### src/rtl/lpc_post_capture_if.sv
// LPC peripheral-bus bundle shared by the back-ends (POST capture, COM).
// The host side drives the cycle qualifiers, address, strobes and write data.
// The back-end returns the window decode and the read-back byte.
interface lpc_post_capture_if;
  logic        lpc_en;
  logic [15:0] lpc_addr;
  logic        io_wren;
  logic        io_rden;
  logic [7:0]  din;
  logic        addr_hit;
  logic [7:0]  dout;

  modport master (
    output lpc_en, lpc_addr, io_wren, io_rden, din,
    input  addr_hit, dout
  );

  modport slave (
    input  lpc_en, lpc_addr, io_wren, io_rden, din,
    output addr_hit, dout
  );
endinterface

### src/rtl/lpc_post_capture.sv
// LPC POST-code capture unit.
// Decodes the I/O window BASE_ADDR..BASE_ADDR+NUM_BYTES-1 and stages one byte per
// host write. A write to the top byte commits the assembled code to postcode and
// pushes it into a first-word-fall-through history FIFO. When the FIFO is full,
// the oldest entry is dropped and overflow is set.
// Optional feature macro: LPC_POST_READBACK_EN. When defined, host reads inside
// the window return the committed postcode byte on dout one clock later. When it
// is undefined, the port is write-only and dout is tied to zero.
module lpc_post_capture #(
  parameter logic [15:0] BASE_ADDR  = 16'h0080,
  parameter int          NUM_BYTES  = 4,
  parameter int          FIFO_DEPTH = 16
) (
  input  logic                             lclk,
  input  logic                             lreset_n,
  lpc_post_capture_if.slave                bus,
  output logic [8*NUM_BYTES-1:0]           postcode,
  output logic                             postcode_stb,
  output logic                             fifo_valid,
  input  logic                             fifo_ready,
  output logic [8*NUM_BYTES-1:0]           fifo_data,
  output logic [$clog2(FIFO_DEPTH+1)-1:0]  fifo_count,
  output logic                             overflow,
  input  logic                             overflow_clr
);

  localparam int W  = 8 * NUM_BYTES;
  localparam int IW = (NUM_BYTES > 1) ? $clog2(NUM_BYTES) : 1;
  localparam int PW = (FIFO_DEPTH > 1) ? $clog2(FIFO_DEPTH) : 1;
  localparam int CW = $clog2(FIFO_DEPTH + 1);

  // Window decode: a single subtract makes every out-of-window address,
  // including those below BASE_ADDR, wrap to a large offset.
  logic [15:0]   offset;
  logic          in_window;
  logic [IW-1:0] byte_idx;

  assign offset    = bus.lpc_addr - BASE_ADDR;
  assign in_window = (offset < 16'(NUM_BYTES));
  assign byte_idx  = offset[IW-1:0];

  // A held write strobe must capture only once, so accept on its rising edge.
  logic wr_now;
  logic wr_q;
  logic accept;
  logic commit;

  assign wr_now = bus.lpc_en & bus.io_wren & in_window;
  assign accept = wr_now & ~wr_q;
  assign commit = accept & (byte_idx == IW'(NUM_BYTES - 1));

  // Edge detector for the qualified write strobe.
  always_ff @(posedge lclk or negedge lreset_n) begin
    if (!lreset_n) begin
      wr_q <= 1'b0;
    end else begin
      wr_q <= wr_now;
    end
  end

  // Staging bytes; lower bytes persist across partial codes.
  logic [7:0] staging [NUM_BYTES];

  always_ff @(posedge lclk or negedge lreset_n) begin
    if (!lreset_n) begin
      for (int k = 0; k < NUM_BYTES; k++) begin
        staging[k] <= 8'h00;
      end
    end else if (accept) begin
      staging[byte_idx] <= bus.din;
    end
  end

  // Code being committed: the staged bytes with the byte written this cycle merged in.
  logic [W-1:0] merged;

  always_comb begin
    merged = '0;
    for (int k = 0; k < NUM_BYTES; k++) begin
      if (accept && (byte_idx == IW'(k))) begin
        merged[8*k +: 8] = bus.din;
      end else begin
        merged[8*k +: 8] = staging[k];
      end
    end
  end

  // Latest committed code and its one-cycle strobe.
  always_ff @(posedge lclk or negedge lreset_n) begin
    if (!lreset_n) begin
      postcode     <= '0;
      postcode_stb <= 1'b0;
    end else begin
      postcode_stb <= commit;
      if (commit) begin
        postcode <= merged;
      end
    end
  end

  // History FIFO control.
  logic [W-1:0]  mem [FIFO_DEPTH];
  logic [PW-1:0] wr_ptr;
  logic [PW-1:0] rd_ptr;
  logic          push;
  logic          pop;
  logic          full;

  assign push       = commit;
  assign pop        = fifo_valid & fifo_ready;
  assign full       = (fifo_count == CW'(FIFO_DEPTH));
  assign fifo_valid = (fifo_count != '0);
  assign fifo_data  = fifo_valid ? mem[rd_ptr] : '0;

  // Pointers, occupancy and the sticky overflow flag. A push into a full FIFO
  // without a pop advances the read pointer, which discards the oldest entry.
  always_ff @(posedge lclk or negedge lreset_n) begin
    if (!lreset_n) begin
      wr_ptr     <= '0;
      rd_ptr     <= '0;
      fifo_count <= '0;
      overflow   <= 1'b0;
    end else begin
      if (push) begin
        wr_ptr <= wr_ptr + PW'(1);
      end
      if (pop || (push && full)) begin
        rd_ptr <= rd_ptr + PW'(1);
      end
      if (push && !pop && !full) begin
        fifo_count <= fifo_count + CW'(1);
      end else if (pop && !push) begin
        fifo_count <= fifo_count - CW'(1);
      end
      if (push && full && !pop) begin
        overflow <= 1'b1;
      end else if (overflow_clr) begin
        overflow <= 1'b0;
      end
    end
  end

  // FIFO storage needs no reset because fifo_data is masked while empty.
  always_ff @(posedge lclk) begin
    if (push) begin
      mem[wr_ptr] <= merged;
    end
  end

`ifdef LPC_POST_READBACK_EN
  // Read-back: the window also claims reads and returns a committed byte.
  logic [7:0] rd_byte;
  logic [7:0] dout_q;

  assign bus.addr_hit = bus.lpc_en & in_window & (bus.io_wren | bus.io_rden);
  assign bus.dout     = dout_q;

  // Selects the committed byte addressed by the current read.
  always_comb begin
    rd_byte = 8'h00;
    for (int k = 0; k < NUM_BYTES; k++) begin
      if (byte_idx == IW'(k)) begin
        rd_byte = postcode[8*k +: 8];
      end
    end
  end

  // Registered read data; reads never disturb the FIFO.
  always_ff @(posedge lclk or negedge lreset_n) begin
    if (!lreset_n) begin
      dout_q <= 8'h00;
    end else if (bus.lpc_en && bus.io_rden && in_window) begin
      dout_q <= rd_byte;
    end
  end
`else
  // Write-only port: only host writes inside the window are claimed.
  assign bus.addr_hit = bus.lpc_en & in_window & bus.io_wren;
  assign bus.dout     = 8'h00;
`endif

endmodule
### src/flat_wrapper.sv
// flat-port wrapper written by rule: the top's interface ports become plain ports
module lpc_post_capture_flat 
#(
  parameter logic [15:0] BASE_ADDR  = 16'h0080,
  parameter int          NUM_BYTES  = 4,
  parameter int          FIFO_DEPTH = 16
)
  (lclk, lreset_n, postcode, postcode_stb, fifo_valid, fifo_ready, fifo_data, fifo_count, overflow, overflow_clr, bus_lpc_en, bus_lpc_addr, bus_io_wren, bus_io_rden, bus_din, bus_addr_hit, bus_dout);
  lpc_post_capture_if bus_i ();
  input  logic lclk;
  input  logic lreset_n;
  output logic [8*NUM_BYTES-1:0] postcode;
  output logic postcode_stb;
  output logic fifo_valid;
  input  logic fifo_ready;
  output logic [8*NUM_BYTES-1:0] fifo_data;
  output logic [$clog2(FIFO_DEPTH+1)-1:0] fifo_count;
  output logic overflow;
  input  logic overflow_clr;
  input wire logic [$bits(bus_i.lpc_en)-1:0] bus_lpc_en;
  input wire logic [$bits(bus_i.lpc_addr)-1:0] bus_lpc_addr;
  input wire logic [$bits(bus_i.io_wren)-1:0] bus_io_wren;
  input wire logic [$bits(bus_i.io_rden)-1:0] bus_io_rden;
  input wire logic [$bits(bus_i.din)-1:0] bus_din;
  output wire logic [$bits(bus_i.addr_hit)-1:0] bus_addr_hit;
  output wire logic [$bits(bus_i.dout)-1:0] bus_dout;
  assign bus_i.lpc_en = bus_lpc_en;
  assign bus_i.lpc_addr = bus_lpc_addr;
  assign bus_i.io_wren = bus_io_wren;
  assign bus_i.io_rden = bus_io_rden;
  assign bus_i.din = bus_din;
  assign bus_addr_hit = bus_i.addr_hit;
  assign bus_dout = bus_i.dout;
  lpc_post_capture #(.BASE_ADDR(BASE_ADDR), .NUM_BYTES(NUM_BYTES), .FIFO_DEPTH(FIFO_DEPTH)) u_core (.lclk(lclk), .lreset_n(lreset_n), .bus(bus_i), .postcode(postcode), .postcode_stb(postcode_stb), .fifo_valid(fifo_valid), .fifo_ready(fifo_ready), .fifo_data(fifo_data), .fifo_count(fifo_count), .overflow(overflow), .overflow_clr(overflow_clr));
endmodule
### config.mk
export PLATFORM = sky130hd
export DESIGN_NAME = lpc_post_capture_flat
export DESIGN_NICKNAME = d
export VERILOG_FILES = /design/src/rtl/lpc_post_capture_if.sv /design/src/rtl/lpc_post_capture.sv /design/src/flat_wrapper.sv
export SDC_FILE = /design/constraint.sdc
export NUM_CORES = 1
export LEC_CHECK = 0
export CAP_MARGIN = 20
export CORE_ASPECT_RATIO = 0.6
export CORE_MARGIN = 1
export CORE_UTILIZATION = 56
export CTS_BUF_LIST = sky130_fd_sc_hd__clkbuf_4
export CTS_CLUSTER_DIAMETER = 30
export DETAILED_ROUTE_END_ITERATION = 7
export PLACE_DENSITY_LB_ADDON = 0.05
export SETUP_SLACK_MARGIN = 0.02
export SLEW_MARGIN = 40
export SYNTH_ARGS = -nofsm -noshare
export SYNTH_HDL_FRONTEND = slang
export SYNTH_SLANG_ARGS = --single-unit
### constraint.sdc
create_clock -name lclk -period 3.93 [get_ports lclk]
set_input_delay 0.786 -clock lclk [delete_from_list [all_inputs] [get_ports lclk]]
set_output_delay 0.786 -clock lclk [all_outputs]
set_load 0.1 [all_outputs]
# == After elaboration in Yosys (flattened, before gate mapping) ==
# Memory sizes are Yosys's and may differ from the RTL's.
# Index checks and enable logic that the tools add are counted.
# op_classes
addsub,5
order_cmp,3
eq_ne,4
n_mux,14
bitwise_logic,9
n_reduce_logical,18
# op_table
cell,count
2-to-1 mux 8 bit,5
bitwise mux 32 bit,1
2-to-1 mux 32 bit,1
demux 8 bit (select 2 bit),1
"< comparator 16 x 3 -> 1 bit, second input constant",1
"subtractor 16 x 8 -> 16 bit, second input constant",1
logical AND 1 bit,10
2-to-1 mux 5 bit,2
"adder 4 x 1 -> 4 bit, second input constant",2
bitwise AND 1 bit,7
"adder 5 x 1 -> 5 bit, second input constant",1
"equality test 5 bit, second input constant",1
nonzero test 5 bit,1
"subtractor 5 x 1 -> 5 bit, second input constant",1
"equality test 2 bit, second input constant",2
2-to-1 mux 1 bit,4
nonzero test 2 bit,2
">= comparator 3 bit, second input constant",1
zero test 1 bit,3
"< comparator 3 x 1 -> 1 bit, second input constant",1
NOT 2 -> 3 bit,1
"equality test 2 x 1 -> 1 bit, second input constant",1
zero test 2 bit,1
logical OR 1 bit,1
NOT 1 bit,1
# totals
reg_bits,80
ram_bits,512
inputBits,31
wordCells,65
memories,1
# memory_table
name,words,word_bits,read_ports,rd_ports_with_merged_regs,wr,line,source
u_core.mem,16,32,1,0,1,lpc_post_capture.sv:102,logic [W-1:0] mem [FIFO_DEPTH];

# == Depth between registers and ports, before layout ==
# Gate-level depths: netlist of the first run.
# logic_depth
depth_word,9
ltp_mapped,12
mapped_depth_nobuf,12

# == Worst setup path after synthesis of the first run ==
# OpenSTA, ideal clock, no wires.
# synth_path
kind,input to register
startpoint,in bus_lpc_addr[7]
endpoint,"mem u_core.mem[3][0] in the netlist's numbering, enable pin"
t_arrival_ns,4.262
required_ns,3.469
slack_ns,-0.793
cell_stages,7
cell_sequence,inv_1 ha_1 xnor2_1 nand4_1 nor4_4 nand2_1 nor3_1
# synth_via
elab_chain_cells,7
# synth_rtl
item,line,source
"start, declared",flat_wrapper.sv:21,input wire logic [$bits(bus_i.lpc_addr)-1:0] bus_lpc_addr;
subtractor 16 x 8 -> 16 bit,lpc_post_capture.sv:38,assign offset = bus.lpc_addr - BASE_ADDR;
< comparator 16 x 3 -> 1 bit,lpc_post_capture.sv:39,assign in_window = (offset < 16'(NUM_BYTES));
bitwise AND 1 bit,lpc_post_capture.sv:48,assign wr_now = bus.lpc_en & bus.io_wren & in_window;
bitwise AND 1 bit,lpc_post_capture.sv:49,assign accept = wr_now & ~wr_q;
bitwise AND 1 bit,lpc_post_capture.sv:50,assign commit = accept & (byte_idx == IW'(NUM_BYTES - 1));
net u_core.commit,lpc_post_capture.sv:46,logic commit;
2-to-1 mux 1 bit,lpc_post_capture.sv:145,if (push) begin
2-to-1 mux 1 bit (not written as such),lpc_post_capture.sv:146,mem[wr_ptr] <= merged;
"end, declared",lpc_post_capture.sv:102,
# The timed path passes the listed nets, and every way through them passes these cells.

# == Final worst setup path of the first run ==
# layout_path
startpoint,reg u_core.rd_ptr[0]
endpoint,out fifo_data[25]
# layout_via
elab_chain_cells,2
# layout_rtl
item,line,source
"start, declared",lpc_post_capture.sv:104,logic [PW-1:0] rd_ptr;
"start signal, assigned",lpc_post_capture.sv:128,rd_ptr <= rd_ptr + PW'(1);
memory read (16 x 32 bit),--,
2-to-1 mux 32 bit,lpc_post_capture.sv:113,assign fifo_data = fifo_valid ? mem[rd_ptr] : '0;
"end, declared",flat_wrapper.sv:16,output logic [8*NUM_BYTES-1:0] fifo_data;
# Every way passes these cells.

==> metrics.md, run 1 <==
| Metric | Value |
|---|---|
| Status | finished, final reports clean |
| Worst path bufs/invs | 4 |
| Switch Pwr | 0.00420 W |
| # nets final | 1403 |
| Slew HR | 0.505 |
| Critical path's top delay family | multiplexers |
| Multi-input logic area | 5520 µm² |
| Share of the synthesized area in the top cell type | 0.669 |
| DP HPWL | 31400 µm |
| VDD IR max | 0.387 mV |
| Top FF cell, synth | edfxtp_1 |
| Final Setup Violations | 0 |
| ANT nets after route | 0 |
| Register area share after synthesis | 0.756 |
| Synth cell count leaders | 512 x edfxtp_1, 160 x mux4_2, 121 x nand2_1, 80 x dfrtp_1, 32 x and2_1 |
| Required @ worst endpoint | 3.14 ns |
| Area of the core | 40400 µm² |
| Switching share of power | 0.278 |
| Internal | 0.0109 W |
| Die width | 264 µm |
| Iteration-0 DRC Markers | 1112 |
| Fin cells | 2006 |
| Area of placed instances | 25600 µm² |
| Final slew viol count | 0 |
| Synth warnings | 0 |
| Most common cell in the synthesized netlist | edfxtp_1 |
| Hold Crit Start | u_core.postcode[20]$_DFFE_PN0P_ |
| Clk pwr share | 0.338 |
| #FFs+latches synth | 592 |
| DRC | 0 |
| Final hold viol count | 0 |
| Htree depth | 4 |
| Cell leakage power | 11.3 nW |
| CP max-delay cell | mux4_2 |
| IO Port Bufs | 102 |
| Hold Crit Class | register to register |
| R2R depth | 11 |
| Grt total ovfl | 0 |
| CP Launch Type | register |
| Leading area contributor after synthesis | edfxtp_1 |
| TritonCTS clock tree | built |
| Capture point of the worst reg-to-reg path | u_core.fifo_count[4]$_DFFE_PN0P_ |
| Mapped cell area | 23000 µm² |
| Drt first pass iters | 7 |
| Max-cap violations | 0 |
| DR vias | 11954 |
| Setup Crit Path Kind | register to primary output |
| Post-synth ARST share | 0.135 |
| CP max stage delay | 0.50 ns |
| Register area | 17400 µm² |
| Clock latency on the worst-skew pair | 0.86 ns |
| Max clock buf depth | 3 |
| Reg2reg start | u_core.fifo_count[0]$_DFFE_PN0P_ |
| Die height | 159 µm |
| Initial Util | 0.568 |
| Cell Pwr Density | 539 nW/µm² |
| Worst Setup Slack, final | 0.0336 ns |
| Full die area | 41900 µm² |
| Crit share post-route | 0.991 |
| IO Pins | 112 |
| R2R Setup Slk | 1.06 ns |
| Global-route wire length before repair | 82100 µm |
| RSZ-0062 raised after global routing | true |
| Layout cells sized above 1 | 0.427 |
| Upper clock frequency limit | 257 MHz |
| Final wirelength | 56300 µm |
| Dpl ws | -0.0269 ns |
| Crit-path max FO | 6 |
| Total CTS buffers | 138 |
| Clk_skew | 0.0510 ns |
| Worst-path clk slew | 0.08 ns |
| Worst Tran Pin Value | 0.743 ns |
| FILL cells | 2574 |
| Syn Inst Count | 1088 |
| Largest net degree at the start of global routing | 54 |
| Post-synth EDFFs | 512 |
| Routed length per instance | 28.0 µm |
| Routability congestion estimate from global placement | 0.787 |
| Unique masters post-synth | 46 |
| Combinational share of power | 0.199 |
| Vias in the first global route | 12286 |
| Vias per cell | 5.96 |
| Crit-path cells | buf_12 -> buf_8 -> buf_16 -> mux4_2 -> mux4_2 -> and2_4 -> buf_12 |
| Area grow syn2layout | 22.0% |
| Arrival @ worst endpoint | 3.11 ns |
| Final instance area | 28000 µm² |
| Placed Cells incl. Taps | 1730 |
| Avg Inst Size Synth | 21.1 µm² |
| Num rows | 57 |
| Sinks on Clock Net | 592 |
| Worst hold endpoint | u_core.postcode[20]$_DFFE_PN0P_ |
| CP Capture Type | primary output |
| Total track usage | 0.277 |
| WHS Path Cells | 2 |
| Sequential Power Share | 0.463 |
| Synth area leaders | edfxtp_1 67%, mux4_2 16%, dfrtp_1 8.7%, nand2_1 2.0%, mux2_2 1.2% |
| Root Buffer | clkbuf_4 |
| Initial antenna violation count | 1 |
| Cell depth of the worst setup path | 7 |
| Min Tclk post-route | 3.90 ns |
| Hold WS | 0.469 ns |
[worst max-delay path by stage]
stage                                             from                                to
final                     u_core.rd_ptr[0]$_DFFE_PN0P_                     fifo_data[25]
after global routing      u_core.rd_ptr[0]$_DFFE_PN0P_                      fifo_data[0]
after CTS                 u_core.rd_ptr[0]$_DFFE_PN0P_                     fifo_data[15]
after detailed placement               bus_lpc_addr[7]  u_core.fifo_count[4]$_DFFE_PN0P_
after global placement                 bus_lpc_addr[7]  u_core.fifo_count[4]$_DFFE_PN0P_
after floorplan                        bus_lpc_addr[7]        u_core.mem[7][0]$_DFFE_PP_
[flip-flops by register name, indices dropped and copies added, names as in the netlist]
| signal | count |
|---|---|
| u_core.fifo_count | 5 |
| u_core.mem | 512 |
| u_core.overflow | 1 |
| u_core.postcode | 32 |
| u_core.postcode_stb | 1 |
| u_core.rd_ptr | 4 |
| u_core.staging | 32 |
| u_core.wr_ptr | 4 |
| u_core.wr_q | 1 |
[final cells by class]
cell class | count | area share
diodes | 1 | 0.0000893
well taps | 531 | 0.0237
multi-input cells | 435 | 0.197
flip-flops and latches | 592 | 0.620
clock inverters | 49 | 0.0119
inverters | 6 | 0.000803
repair buffers | 189 | 0.0921
clock buffers | 203 | 0.0544
[metrics by stage]
| step | setup TNS, ns | power (W) | utilization |
|---|---|---|---|
| after floorplan | 0 | 0.00875 | - |
| after global routing | -1.04 | 0.0157 | 0.693 |
| after CTS | -1.13 | 0.0150 | 0.687 |
| after global placement | 0 | 0.00946 | 0.637 |
| final | 0 | 0.0151 | 0.693 |
| after detailed placement | -0.0269 | 0.00947 | 0.633 |
[logic make-up (layout without fill, tap and decap cells)]
logic type	after synthesis	after routing	share of synthesized area
multiplexers	189	189	0.171
other	1	9	0.000163
AND/OR/NAND/NOR	202	202	0.0431
buffers and inverters	68	447	0.0149
XOR/XNOR	10	10	0.00381
AO/OA/AOI/OAI	16	16	0.00457
flip-flops	592	592	0.756
adder cells (fa/ha/maj)	10	10	0.00577
[routing by layer]
| metal | GRT usage | routed length [µm] | vias to the layer above |
|---|---|---|---|
| met5 | 0 | 0 | - |
| met4 | 0.0898 | 1250 | 0 |
| met3 | 0.0620 | 4390 | 74 |
| met2 | 0.418 | 26800 | 539 |
| met1 | 0.409 | 23800 | 6296 |
| li1 | - | - | 5045 |
[cell usage in the layout, fill, tap and decap left out, types with 3 or more instances in the layout]
master and instances:
and2_4 32, clkinv_4 5, nand2_1 121, buf_6 3, mux4_2 160, mux2_2 25
buf_16 9, xnor2_1 9, edfxtp_1 512, clkinvlp_4 4, o21ai_0 3, a21o_1 3
clkinv_2 4, buf_4 33, buf_12 69, clkinv_1 30, conb_1 8, nor2_4 12
buf_2 38, clkdlybuf4s50_1 28, ha_1 9, clkbuf_16 7, nor4_2 3, nor3_4 4
clkbuf_4 203, nor2_1 9, a21oi_1 3, a22o_1 3, dfrtp_1 76, bufinv_16 4
inv_1 6
[power groups by stage]
stage / sequential [W] / combinational [W] / clock [W]
after global routing: 0.00700 / 0.00316 / 0.00554
after detailed placement: 0.00718 / 0.00229 / 0
after global placement: 0.00718 / 0.00228 / 0
after CTS: 0.00699 / 0.00277 / 0.00523
after floorplan: 0.00711 / 0.00164 / 0
final: 0.00700 / 0.00300 / 0.00512
[tightest hold or removal path, delay by kind of cell (launching register included)]
| kind | cells | cell delay, ns |
|---|---|---|
| flip-flops | 1 | 0.34 |
| AND/OR/NAND/NOR | 2 | 0.10 |
[what timing repair did]
action / CTS / global route
gates resized for setup: 22 / 34
hold endpoints to repair: 12 / 0
hold buffers: 1 / 0
buffers inserted: 9 / 1
gates cloned: 5 / 8
setup endpoints to repair: 31 / 31
(Power assumes the default switching activity.)
==> run 2: changes to the inputs <==
--- a/config.mk
+++ b/config.mk
@@ -10,7 +10,7 @@
 export CORE_MARGIN = 1
 export CORE_UTILIZATION = 56
 export CTS_BUF_LIST = sky130_fd_sc_hd__clkbuf_4
-export CTS_CLUSTER_DIAMETER = 30
+export CTS_CLUSTER_DIAMETER = 100
 export DETAILED_ROUTE_END_ITERATION = 7
 export PLACE_DENSITY_LB_ADDON = 0.05
 export SETUP_SLACK_MARGIN = 0.02
==> metrics.md, run 2 (synthesis results as in run 1) <==
| Metric | Value |
|---|---|
| Slew HR | 0.486 (-0.0187) |
| Upper clock frequency limit | 257 MHz (+0.25%) |
| Capture point of the worst reg-to-reg path | u_core.fifo_count[4]$_DFFE_PN0P_ |
| Clock latency on the worst-skew pair | 0.84 ns (-0.02 ns) |
| Routed length per instance | 28.1 µm (about the same) |
| Max clock buf depth | 3 (unchanged) |
| Root Buffer | clkbuf_4 |
| Arrival @ worst endpoint | 3.10 ns (about the same) |
| # nets final | 1404 (+0.071%) |
| Biggest regs | u_core.mem (512), u_core.postcode (32), u_core.staging (32) |
| Clk_skew | 0.0484 ns (-0.00254 ns) |
| Final Setup Violations | 0 (unchanged) |
| Iteration-0 DRC Markers | 1152 (+3.6%) |
| Largest net degree at the start of global routing | 54 (unchanged) |
| Vias in the first global route | 12300 (+0.11%) |
| Num rows | 57 (unchanged) |
| Most frequent cells in the layout | 512 x edfxtp_1, 204 x clkbuf_4, 160 x mux4_2, 121 x nand2_1, 76 x dfrtp_1 |
| Crit-path cells | buf_12 -> buf_6 -> buf_16 -> mux4_2 -> mux4_2 -> and2_4 -> buf_12 |
| Status | finished, final reports clean |
| Max reg flops | 512 (unchanged) |
| Sinks on Clock Net | 592 (unchanged) |
| DR vias | 11980 (+0.22%) |
| R2R depth | 11 (unchanged) |
| Worst path bufs/invs | 4 (unchanged) |
| Min Tclk post-route | 3.89 ns (-0.00989 ns) |
| Multi-input logic area | 5510 µm² (-0.23%) |
| Htree depth | 4 (unchanged) |
| VDD IR max | 0.424 mV (+9.3%) |
| Routability congestion estimate from global placement | 0.787 (unchanged) |
| Worst hold endpoint | u_core.postcode[20]$_DFFE_PN0P_ |
| CP max-delay cell | mux4_2 |
| Worst Tran Pin Value | 0.771 ns (+0.0281 ns) |
| Most common cell after layout, fill and taps aside | edfxtp_1 |
| RSZ-0062 raised after global routing | true |
| R2R Setup Slk | 1.05 ns (about the same) |
| Die height | 159 µm (unchanged) |
| FILL cells | 2581 (+0.27%) |
| CP Launch Type | register |
| Global-route wire length before repair | 81800 µm (-0.28%) |
| Cell Pwr Density | 539 nW/µm² (about the same) |
| Initial Util | 0.568 (unchanged) |
| Total CTS buffers | 137 (-0.72%) |
| Total track usage | 0.276 (-0.00124) |
| Layout cells sized above 1 | 0.424 (-0.00300) |
| Hold Crit Start | u_core.postcode[20]$_DFFE_PN0P_ |
| WHS Path Cells | 2 (unchanged) |
| Hold WS | 0.469 ns (-0.0000540 ns) |
| IO Pins | 112 (unchanged) |
| Cell leakage power | 11.3 nW (about the same) |
| Worst-path clk slew | 0.08 ns (about the same) |
| Drt first pass iters | 5 (-2) |
| Area grow syn2layout | 21.9% |
| Hold Crit Class | register to register |
| Post-layout util | 0.692 (-0.000928) |
| Pwr Total | 0.0151 W (-0.10%) |
| Setup Crit Path Kind | register to primary output |
| Reg with most FFs | u_core.mem |
| IO Port Bufs | 102 (unchanged) |
| Initial antenna violation count | 1 (unchanged) |
| Full die area | 41900 µm² (unchanged) |
| ANT nets after route | 0 (unchanged) |
| CP Capture Type | primary output |
| Vias per cell | 5.96 (about the same) |
| Max-cap violations | 0 (unchanged) |
| Grt total ovfl | 0 (unchanged) |
| Final wirelength | 56400 µm (+0.19%) |
| Die width | 264 µm (unchanged) |
| DP HPWL | 31400 µm (unchanged) |
| DRC | 0 (unchanged) |
| Final hold viol count | 0 (unchanged) |
| Final slew viol count | 0 (unchanged) |
| Required @ worst endpoint | 3.14 ns (about the same) |
| Register area | 17400 µm² (unchanged) |
| Crit-path max FO | 8 (+2) |
| Reg2reg start | u_core.fifo_count[0]$_DFFE_PN0P_ |
| Crit share post-route | 0.989 (-0.00252) |
| Area of the core | 40400 µm² (unchanged) |
| CP max stage delay | 0.52 ns (+0.02 ns) |
| TritonCTS clock tree | built |
| Critical path's top delay family | multiplexers |
==> run 2: cell count changes in the layout (fill, tap and decap cells not counted), sizes merged <==
cell,before,now
clkinv,39,35
clkbuf,210,209
buf,153,157
inv,8,9
bufinv,4,5
diode,1,3
==> run 2: worst max-delay path by stage <==
stage / from / to / slack, ns / cells after the start
after CTS: u_core.rd_ptr[0]$_DFFE_PN0P_ / fifo_data[15] / -0.07 / 6
after global routing: u_core.rd_ptr[0]$_DFFE_PN0P_ / fifo_data[27] / -0.05 / 7
final: u_core.rd_ptr[0]$_DFFE_PN0P_ / fifo_data[27] / 0.04 / 7
after global placement: bus_lpc_addr[7] / u_core.fifo_count[4]$_DFFE_PN0P_ / 0.04 / 15
after floorplan: bus_lpc_addr[7] / u_core.mem[7][0]$_DFFE_PP_ / 0.06 / 7
after detailed placement: bus_lpc_addr[7] / u_core.fifo_count[4]$_DFFE_PN0P_ / -0.03 / 15
==> run 2: per-stage QoR <==
step                      cell area, µm²  instances  TNS [ns]  worst slack (ns)
after CTS                          27700       1995    -0.581           -0.0709
after global placement             25800       1730         0            0.0423
after detailed placement           25600       1730   -0.0269           -0.0269
after global routing               28000       2007    -0.422           -0.0541
after floorplan                    23000       1095         0            0.0620
final                              28000       2009         0            0.0435
==> run 2: power by group <==
part	switching, W	internal, W
registers	0.000201	0.00678
clock network	0.00242	0.00272
logic	0.00154	0.00143
total	0.00416	0.0109
==> run 2: per-layer routing <==
| metal | vias up | GRT usage | routed length (µm) | share of wire |
|---|---|---|---|---|
| li1 | 5056 | - | - | - |
| met1 | 6308 | 0.408 | 24100 | 0.43 |
| met2 | 533 | 0.414 | 26800 | 0.48 |
| met3 | 83 | 0.0648 | 4230 | 0.075 |
| met4 | 0 | 0.0867 | 1210 | 0.022 |
| met5 | - | 0 | 0 | 0 |
==> run 2: layout make-up <==
cell class,count,area share
clock inverters,47,0.0118
inverters,6,0.000804
clock buffers,204,0.0547
flip-flops and latches,592,0.621
multi-input cells,435,0.197
diodes,3,0.000268
repair buffers,191,0.0910
well taps,531,0.0237
==> run 2: what timing repair did <==
item,4_1_cts,5_1_grt
pin swaps,0,0
endpoints found under the setup margin,31,30
gates cloned,5,6
hold buffers,0,1
resized for setup,25,26
endpoints found under the hold margin,0,51
buffers inserted,9,5
==> run 2: worst reg2reg max path, stage by stage, from the launching register on <==
cell and delay (ns):
dfrtp_1 0.48, nor4_4 0.43, nor2b_1 0.25, o21ai_0 0.16, buf_4 0.19, fa_1 0.39
a21o_1 0.19, a21oi_1 0.23, buf_4 0.16, nor2_1 0.03, mux2i_1 0.16, a21oi_1 0.08
